--- src/rtl/watch_counter.sv ---
// watch_counter: time-of-day/calendar counter (2000..2099) with 1 Hz prescaler and checked loads.
// Optional alarm compare enabled by defining WATCH_ALARM_EN.
module watch_counter #(
  parameter int CLK_HZ = 50000000,
  parameter int PRE_W  = 26
) (
  input  logic        clk,
  input  logic        rst,
  input  logic        en_time,
  input  logic [47:0] bin_time,
`ifdef WATCH_ALARM_EN
  input  logic [7:0]  alarm_hour,
  input  logic [7:0]  alarm_minute,
  input  logic [0:0]  alarm_on,
  output logic        alarm_hit,
`endif
  output logic [7:0]  year,
  output logic [7:0]  month,
  output logic [7:0]  day,
  output logic [7:0]  hour,
  output logic [7:0]  minute,
  output logic [7:0]  second,
  output logic [47:0] time_out,
  output logic        tick_1hz,
  output logic        load_err
);
  function automatic logic [7:0] dim(input logic [7:0] y, input logic [7:0] m);
    return (m == 8'd2) ? ((y[1:0] == 2'd0) ? 8'd29 : 8'd28) :
           (m == 8'd4 || m == 8'd6 || m == 8'd9 || m == 8'd11) ? 8'd30 : 8'd31;
  endfunction
  logic [PRE_W-1:0] pre_q, pre_d;
  logic [7:0] yr_q, mo_q, dy_q, hr_q, mi_q, se_q;
  logic [7:0] yr_d, mo_d, dy_d, hr_d, mi_d, se_d;
  logic [7:0] n_yr, n_mo, n_dy, n_hr, n_mi, n_se;
  logic [7:0] l_yr, l_mo, l_dy, l_hr, l_mi, l_se;
  logic tick_q, tick_d, err_q, err_d;
  logic wrap, valid, load_ok, adv, c_s, c_m, c_h, c_d, c_mo;
  always_comb begin
    {l_yr, l_mo, l_dy, l_hr, l_mi, l_se} = bin_time;
    valid = l_yr <= 8'd99 && l_mo >= 8'd1 && l_mo <= 8'd12 && l_dy >= 8'd1 &&
            l_dy <= dim(l_yr, l_mo) && l_hr <= 8'd23 && l_mi <= 8'd59 && l_se <= 8'd59;
    load_ok = en_time && valid;
    wrap = pre_q == PRE_W'(CLK_HZ - 1);
    adv = wrap && !load_ok;
    pre_d = (load_ok || wrap) ? '0 : pre_q + 1'b1;
    c_s = se_q == 8'd59;
    c_m = c_s && mi_q == 8'd59;
    c_h = c_m && hr_q == 8'd23;
    c_d = c_h && dy_q == dim(yr_q, mo_q);
    c_mo = c_d && mo_q == 8'd12;
    n_se = c_s ? 8'd0 : se_q + 8'd1;
    n_mi = c_s ? (c_m ? 8'd0 : mi_q + 8'd1) : mi_q;
    n_hr = c_m ? (c_h ? 8'd0 : hr_q + 8'd1) : hr_q;
    n_dy = c_h ? (c_d ? 8'd1 : dy_q + 8'd1) : dy_q;
    n_mo = c_d ? (c_mo ? 8'd1 : mo_q + 8'd1) : mo_q;
    n_yr = c_mo ? ((yr_q == 8'd99) ? 8'd0 : yr_q + 8'd1) : yr_q;
    se_d = load_ok ? l_se : adv ? n_se : se_q;
    mi_d = load_ok ? l_mi : adv ? n_mi : mi_q;
    hr_d = load_ok ? l_hr : adv ? n_hr : hr_q;
    dy_d = load_ok ? l_dy : adv ? n_dy : dy_q;
    mo_d = load_ok ? l_mo : adv ? n_mo : mo_q;
    yr_d = load_ok ? l_yr : adv ? n_yr : yr_q;
    tick_d = adv;
    err_d = en_time && !valid;
  end
  always_ff @(posedge clk or negedge rst) begin
    if (!rst) begin
      pre_q  <= '0;
      yr_q   <= 8'd0;
      mo_q   <= 8'd1;
      dy_q   <= 8'd1;
      hr_q   <= 8'd0;
      mi_q   <= 8'd0;
      se_q   <= 8'd0;
      tick_q <= 1'b0;
      err_q  <= 1'b0;
    end else begin
      pre_q  <= pre_d;
      yr_q   <= yr_d;
      mo_q   <= mo_d;
      dy_q   <= dy_d;
      hr_q   <= hr_d;
      mi_q   <= mi_d;
      se_q   <= se_d;
      tick_q <= tick_d;
      err_q  <= err_d;
    end
  end
`ifdef WATCH_ALARM_EN
  logic alarm_q, alarm_d;
  // Compare against the advanced time so the hit lands on the tick that reaches hh:mm:00.
  always_comb alarm_d = adv && alarm_on[0] && n_hr == alarm_hour && n_mi == alarm_minute && n_se == 8'd0;
  always_ff @(posedge clk or negedge rst) begin
    if (!rst) alarm_q <= 1'b0;
    else alarm_q <= alarm_d;
  end
  assign alarm_hit = alarm_q;
`endif
  assign year     = yr_q;
  assign month    = mo_q;
  assign day      = dy_q;
  assign hour     = hr_q;
  assign minute   = mi_q;
  assign second   = se_q;
  assign time_out = {yr_q, mo_q, dy_q, hr_q, mi_q, se_q};
  assign tick_1hz = tick_q;
  assign load_err = err_q;
endmodule

--- config.mk ---
export PLATFORM = sky130hd
export DESIGN_NAME = watch_counter
export DESIGN_NICKNAME = d
export VERILOG_FILES = /design/src/rtl/watch_counter.sv
export SDC_FILE = /design/constraint.sdc
export NUM_CORES = 1
export LEC_CHECK = 0
export BUFFER_PORTS_ARGS = -buffer_cell sky130_fd_sc_hd__buf_2
export CORE_ASPECT_RATIO = 0.5
export CORE_MARGIN = 2
export CORE_UTILIZATION = 53
export CTS_CLUSTER_SIZE = 12
export DETAILED_ROUTE_END_ITERATION = 10
export PLACE_DENSITY = 0.9
export SLEW_MARGIN = 20
export SYNTH_ARGS = -nofsm -noshare
export SYNTH_HDL_FRONTEND = slang
export SYNTH_SLANG_ARGS = --single-unit
--- constraint.sdc ---
create_clock -name clk -period 2.95 [get_ports clk]
set_clock_uncertainty 0.2 [all_clocks]
set_input_delay 0.1475 -clock clk [delete_from_list [all_inputs] [get_ports clk]]
set_output_delay 0.1475 -clock clk [all_outputs]
set_load 0.05 [all_outputs]
== Word-level counts from Yosys, hierarchy flattened ==
Index checks and enable logic that the tools add are counted.

* Add/sub/neg operators: 7
* Magnitude comparators: 8
* Equal/unequal tests: 17
* Multiplexer cells: 30
* Reductions and logical operators: 36

{| class="wikitable"
|+ Operators with widths
! kind !! count
|-
| $mux W8 || 23
|-
| $add A8 B1 Y8 const B || 6
|-
| $eq A8 B4 Y1 const B || 5
|-
| $eq A8 B3 Y1 const B || 4
|-
| $add A26 B1 Y26 const B || 1
|-
| $eq A26 B26 Y1 const B || 1
|-
| $mux W26 || 1
|-
| $eq A8 B2 Y1 const B || 2
|-
| $eq A8 B6 Y1 const B || 2
|-
| $ge A8 B1 Y1 const B || 2
|-
| $le A8 B6 Y1 const B || 2
|-
| $logic_and A1 B1 Y1 || 14
|-
| $reduce_bool A2 Y1 || 6
|-
| $reduce_and A2 Y1 || 5
|-
| $eq A8 B5 Y1 || 1
|-
| $eq A8 B5 Y1 const B || 1
|-
| $eq A8 B7 Y1 const B || 1
|-
| $le A8 B4 Y1 const B || 1
|-
| $le A8 B5 Y1 || 1
|-
| $le A8 B5 Y1 const B || 1
|-
| $le A8 B7 Y1 const B || 1
|-
| $logic_or A1 B1 Y1 || 7
|-
| $logic_not A2 Y1 || 2
|-
| $mux W1 || 4
|-
| other kinds (2) || 4
|}

* Register bits: 76
* Output and inout bits: 98
* Word-level logic and storage cells: 107

== Logic depth before layout (Yosys ltp) ==
* Depth after elaboration: 16
* Mapped depth: 13
* Gate-level depth less buffers: 12

== Worst setup path after synthesis ==
OpenSTA, ideal clock, no wires.

* Path type: register to register
* Start: reg mo_q[1], in the netlist month[1]
* End: reg mo_q[6], in the netlist month[6]
* Arrival: 2.562 ns
* Required time: 2.632 ns
* Slack: 0.070 ns
* Cell stages (with the launch flop): 9
* Path buffers: 0
* Cell sequence: dfrtp_1 > ha_1 > or3b_1 > o21a_1 > a21oi_1 > nand2_1 > a41o_1 > and4b_1 > a21o_1

* Cells in the longest elaborated chain, start to end: 13
* Elaborated cells on any way between the ends: 21

{| class="wikitable"
|+ RTL lines
! item !! line !! text
|-
| from (decl) || 32 || <nowiki>logic [7:0] yr_q, mo_q, dy_q, hr_q, mi_q, se_q;</nowiki>
|-
| from (signal assigned) || 80 || <nowiki>mo_q <= mo_d;</nowiki>
|-
| $eq A8 B3 Y1 || 29 || <nowiki>(m == 8'd4 || m == 8'd6 || m == 8'd9 || m == 8'd11) ? 8'd30 : 8'd31;</nowiki>
|-
| $logic_or A1 B1 Y1 (3 in a row) || 29 ||
|-
| $mux W1 || 29 ||
|-
| $mux W2 || 28 || <nowiki>return (m == 8'd2) ? ((y[1:0] == 2'd0) ? 8'd29 : 8'd28) :</nowiki>
|-
| $eq A8 B5 Y1 || 49 || <nowiki>c_d = c_h && dy_q == dim(yr_q, mo_q);</nowiki>
|-
| $logic_and A1 B1 Y1 || 49 ||
|-
| $logic_and A1 B1 Y1 || 50 || <nowiki>c_mo = c_d && mo_q == 8'd12;</nowiki>
|-
| $mux W8 (2 in a row) || 55 || <nowiki>n_mo = c_d ? (c_mo ? 8'd1 : mo_q + 8'd1) : mo_q;</nowiki>
|-
| $mux W8 (2 in a row) || 61 || <nowiki>mo_d = load_ok ? l_mo : adv ? n_mo : mo_q;</nowiki>
|}

Parallel ways exist; a longest one is shown, timed or not. The select of a mux whose other input is x is not followed.
A chain may end at the register's enable or synchronous reset.

== Final worst setup path ==
* Start: in bin_time[33]
* End: reg yr_q[1], in the netlist year[1]

* Cells in the longest elaborated chain, start to end: 16
* Elaborated cells on any way between the ends: 27

{| class="wikitable"
|+ RTL lines
! item !! line !! text
|-
| from (decl) || 10 || <nowiki>input logic [47:0] bin_time,</nowiki>
|-
| $eq A8 B3 Y1 || 29 ||
|-
| $logic_or A1 B1 Y1 (3 in a row) || 29 ||
|-
| $mux W1 || 29 ||
|-
| $mux W2 || 28 ||
|-
| $le A8 B5 Y1 || 41 || <nowiki>l_dy <= dim(l_yr, l_mo) && l_hr <= 8'd23 && l_mi <= 8'd59 && l_se <= 8'd59;</nowiki>
|-
| $logic_and A1 B1 Y1 (*) || 40 || <nowiki>valid = l_yr <= 8'd99 && l_mo >= 8'd1 && l_mo <= 8'd12 && l_dy >= 8'd1 &&</nowiki>
|-
| $logic_and A1 B1 Y1 (*) (3 in a row) || 41 ||
|-
| $logic_and A1 B1 Y1 (*) || 42 || <nowiki>load_ok = en_time && valid;</nowiki>
|-
| $logic_not A1 Y1 || 44 || <nowiki>adv = wrap && !load_ok;</nowiki>
|-
| $logic_and A1 B1 Y1 || 44 ||
|-
| $reduce_bool A2 Y1 (no source line) || -- ||
|-
| $reduce_and A2 Y1 (no source line) || -- ||
|-
| to (signal assigned) || 79 || <nowiki>yr_q <= yr_d;</nowiki>
|-
| to (decl) || 32 ||
|}

Every way passes the cells marked *; elsewhere a longest branch is shown, timed or not.

==> results.sh <==
export IMPL_yosysUniqueCellTypes=69
export IMPL_ys_ff_latch=76
export IMPL_grt_usage_pct=29.68
export IMPL_grt_antenna_before_repair=0
export IMPL_crit_arrival_ns=3.29
export IMPL_synth_edf_count=0
export IMPL_drive_gt1_share_pct=31.59
export IMPL_gp_congestion=0.9017
export IMPL_syn_avg_cell_area_um2=8.551
export IMPL_synth_top_area_share_pct=36.34
export IMPL_leakage_nw=3.075
export IMPL_combPwrFrac_pct=7.2
export IMPL_yosysMostFrequentCell="dfrtp_1"
export IMPL_cts_buffer_depth=2
export IMPL_synth_area_leader_cell="dfrtp_1"
export IMPL_holdWs_ns=0.01263
export IMPL_relSlewSlack_pct=45.20
export IMPL_diodes=0
export IMPL_fmax_mhz=305.0
export IMPL_syn_inst=596
export IMPL_ir_drop_v=0.0003886
export IMPL_dpl_hpwl_um=9798
export IMPL_hold_path_class="input pin to register"
export IMPL_hold_depth=4
export IMPL_core_um2=9384
export IMPL_yosys_warnings=0
export IMPL_final_nets=825
export IMPL_drt_wirelength_per_cell_um=22.01
export IMPL_final_antenna_net_count=0
export IMPL_grt_pass1_vias=5133
export IMPL_worstHoldStart="bin_time[25]"
export IMPL_cap_violations=0
export IMPL_period_minus_slack_ns=3.278
export IMPL_async_reset_ff_share_pct=100.0
export IMPL_p_sw_uw=593.0
export IMPL_fillerInstances=610
export IMPL_synthFlopType="dfrtp_1"
export IMPL_die_w_um=142.7
export IMPL_ios=149
export IMPL_post_route_period_util_pct=111.1
export IMPL_cts_buffers=9
export IMPL_reg2reg_slack_ns=-0.17
export IMPL_critPathKind="input pin to register"
export IMPL_path_clk_slew_ns=0.07
export IMPL_area_growth_pct=30.52
export IMPL_syn_num_nets=660
export IMPL_num_vias=6079
export IMPL_cts_max_level=3
export IMPL_cts_tree="built"
export IMPL_status="complete, but fails checks"
export IMPL_r2r_start="month[0]$_DFFE_PN1P_"
export IMPL_numPortBuffers=148
export IMPL_start_kind="input pin"
export IMPL_p_seq_share_pct=46.7
export IMPL_finalSetupViolations=40
export IMPL_rows=25
export IMPL_intPower_mw=1.697
export IMPL_grt_overflow_total=0
export IMPL_cts_sinks=76
export IMPL_maxSlewViolCount=0
export IMPL_cts_root_buf="clkbuf_16"
export IMPL_finalWorstSetupSlack_ns=-0.3282
export IMPL_whs_endpoint="day[1]$_DFFE_PN0P_"
export IMPL_drt_pass1_iterations=11
export IMPL_yosys_top_cells_area="dfrtp_1 (36%), buf_4 (7.1%), nor2_1 (5.2%), o21ai_0 (4.8%), a21oi_1 (4.1%)"
export IMPL_dieHeight_um=73.34
export IMPL_tightest_slew_ns=0.8220
export IMPL_hold_viol=0
export IMPL_r2r_end="month[3]$_DFFE_PN0P_"
export IMPL_reg2reg_depth=11
export IMPL_synth_area_um2=5096
export IMPL_power_density_nw_per_um2=344.3
export IMPL_clk_latency_ns=0.35
export IMPL_synthTopCellsByCount="dfrtp_1 (74), nor2_1 (70), o21ai_0 (49), buf_4 (48), a21oi_1 (42)"
export IMPL_start_util_pct=54.31
export IMPL_violations="design-rule violations, negative setup slack"
export IMPL_required_ns=2.97
export IMPL_synth_seq_area_share_pct=37.37
export IMPL_viasPerCell=6.853
export IMPL_finalWirelength_um=19530
export IMPL_pre_cts_ws_ns=-0.003527
export IMPL_grt_pass1_wl_um=24700
export IMPL_crit_path_max_fanout=8
export IMPL_drt_initial_drc_count=1261
export IMPL_drc_errors=14
export IMPL_grt_max_degree=36
export IMPL_cp_end_kind="register"
export IMPL_clockPowerShare_pct=46.1
export IMPL_dieArea_um2=10460
export IMPL_swShare_pct=25.90
how the worst max path moves through the flow:
stage / start / end / slack, ns
6_report: bin_time[33] / year[1]$_DFFE_PN0P_ / -0.33
3_3_place_gp: bin_time[39] / minute[3]$_DFFE_PN0P_ / 0.10
3_5_place_dp: bin_time[39] / minute[7]$_DFFE_PN0P_ / -0.004
4_1_cts: bin_time[40] / minute[7]$_DFFE_PN0P_ / 0.02
2_1_floorplan: month[1]$_DFFE_PN0P_ / month[6]$_DFFE_PN0P_ / 0.07
5_1_grt: bin_time[33] / year[1]$_DFFE_PN0P_ / -0.51
per-layer routing:
metal,vias to the layer above,global-route usage (%),routed length (um)
li1,2435,-,-
met1,2763,36.89,6795
met2,653,50.43,8547
met3,228,6.714,2549
met4,0,13.53,1634
met5,-,0,0
layout by cell type, fill, tap and decap left out, types with 13 or more instances in the layout:
cell type	n
buf_2	145
dfrtp_1	74
nor2_1	70
o21ai_0	43
a21oi_1	38
nand2_1	34
dlygate4sd3_1	31
buf_4	31
and3_1	25
nand3_1	20
nor3_1	20
o21ai_1	18
xor2_1	13
worst max-delay path: stages:
cell and delay [ns]:
dlygate4sd3_1 0.55, buf_4 0.17, o21a_1 0.11, o21ai_1 0.14
o21ai_1 0.08, nand2_1 0.09, ha_2 0.18, nor2b_1 0.04
o211ai_1 0.40, buf_4 0.21, nor4b_4 0.32, buf_6 0.21
buf_12 0.14, a21oi_4 0.06, a211oi_1 0.30, a21oi_1 0.11
logic make-up after synthesis:
logic type               share of synthesized area, %
AND/OR/NAND/NOR                                 28.09
XOR/XNOR                                        4.125
multiplexers                                   0.6383
AO/OA/AOI/OAI                                   17.19
buffers and inverters                           9.403
adder cells (fa/ha/maj)                         3.192
flip-flops                                      37.37
cell type report:
| cell class | instances | area [um2] | area share, % |
|---|---|---|---|
| clock buffer | 10 | 229.0 | 3.442 |
| clock inverter | 6 | 40.04 | 0.6020 |
| inverter | 9 | 33.78 | 0.5079 |
| multi-input combinational | 446 | 2830 | 42.55 |
| sequential | 76 | 1904 | 28.63 |
| tap | 121 | 151.4 | 2.276 |
| timing repair buffer | 219 | 1463 | 21.99 |
sequential cells by signal, indices dropped and copies added (netlist names):
name,flops
year,8
minute,8
tick_1hz,1
pre_q,26
month,8
hour,8
second,8
day,8
load_err,1
repair_timing:
| item | CTS | global route |
|---|---|---|
| resized for setup | 1 | 33 |
| endpoints found under the hold margin | 62 | 0 |
| setup endpoints to repair | 5 | 37 |
| hold buffers | 31 | 0 |
| gates cloned | 0 | 7 |
| setup buffers | 0 | 9 |
| pin swaps | 0 | 4 |
per-stage QoR:
step           setup TNS, ns  instance area [um2]  power (mW)  std cells  util, %
6_report              -7.448                 6651       2.290        887    70.88
5_1_grt               -20.31                 6651       2.329        887    70.88
4_1_cts                    0                 6357       2.230        873    67.75
3_5_place_dp       -0.006462                 5771       1.196        826    61.49
3_3_place_gp               0                 5771       1.192        826    61.49
2_1_floorplan              0                 5096       1.119        596        -
power groups by stage:
stage | clock network [mW] | registers [mW] | logic (mW)
final | 1.06 | 1.07 | 0.165
after global routing | 1.09 | 1.07 | 0.175
after CTS | 1.02 | 1.07 | 0.145
after detailed placement | 0 | 1.08 | 0.111
after global placement | 0 | 1.08 | 0.109
after floorplan | 0 | 1.09 | 0.0338
(Power assumes the default switching activity.)
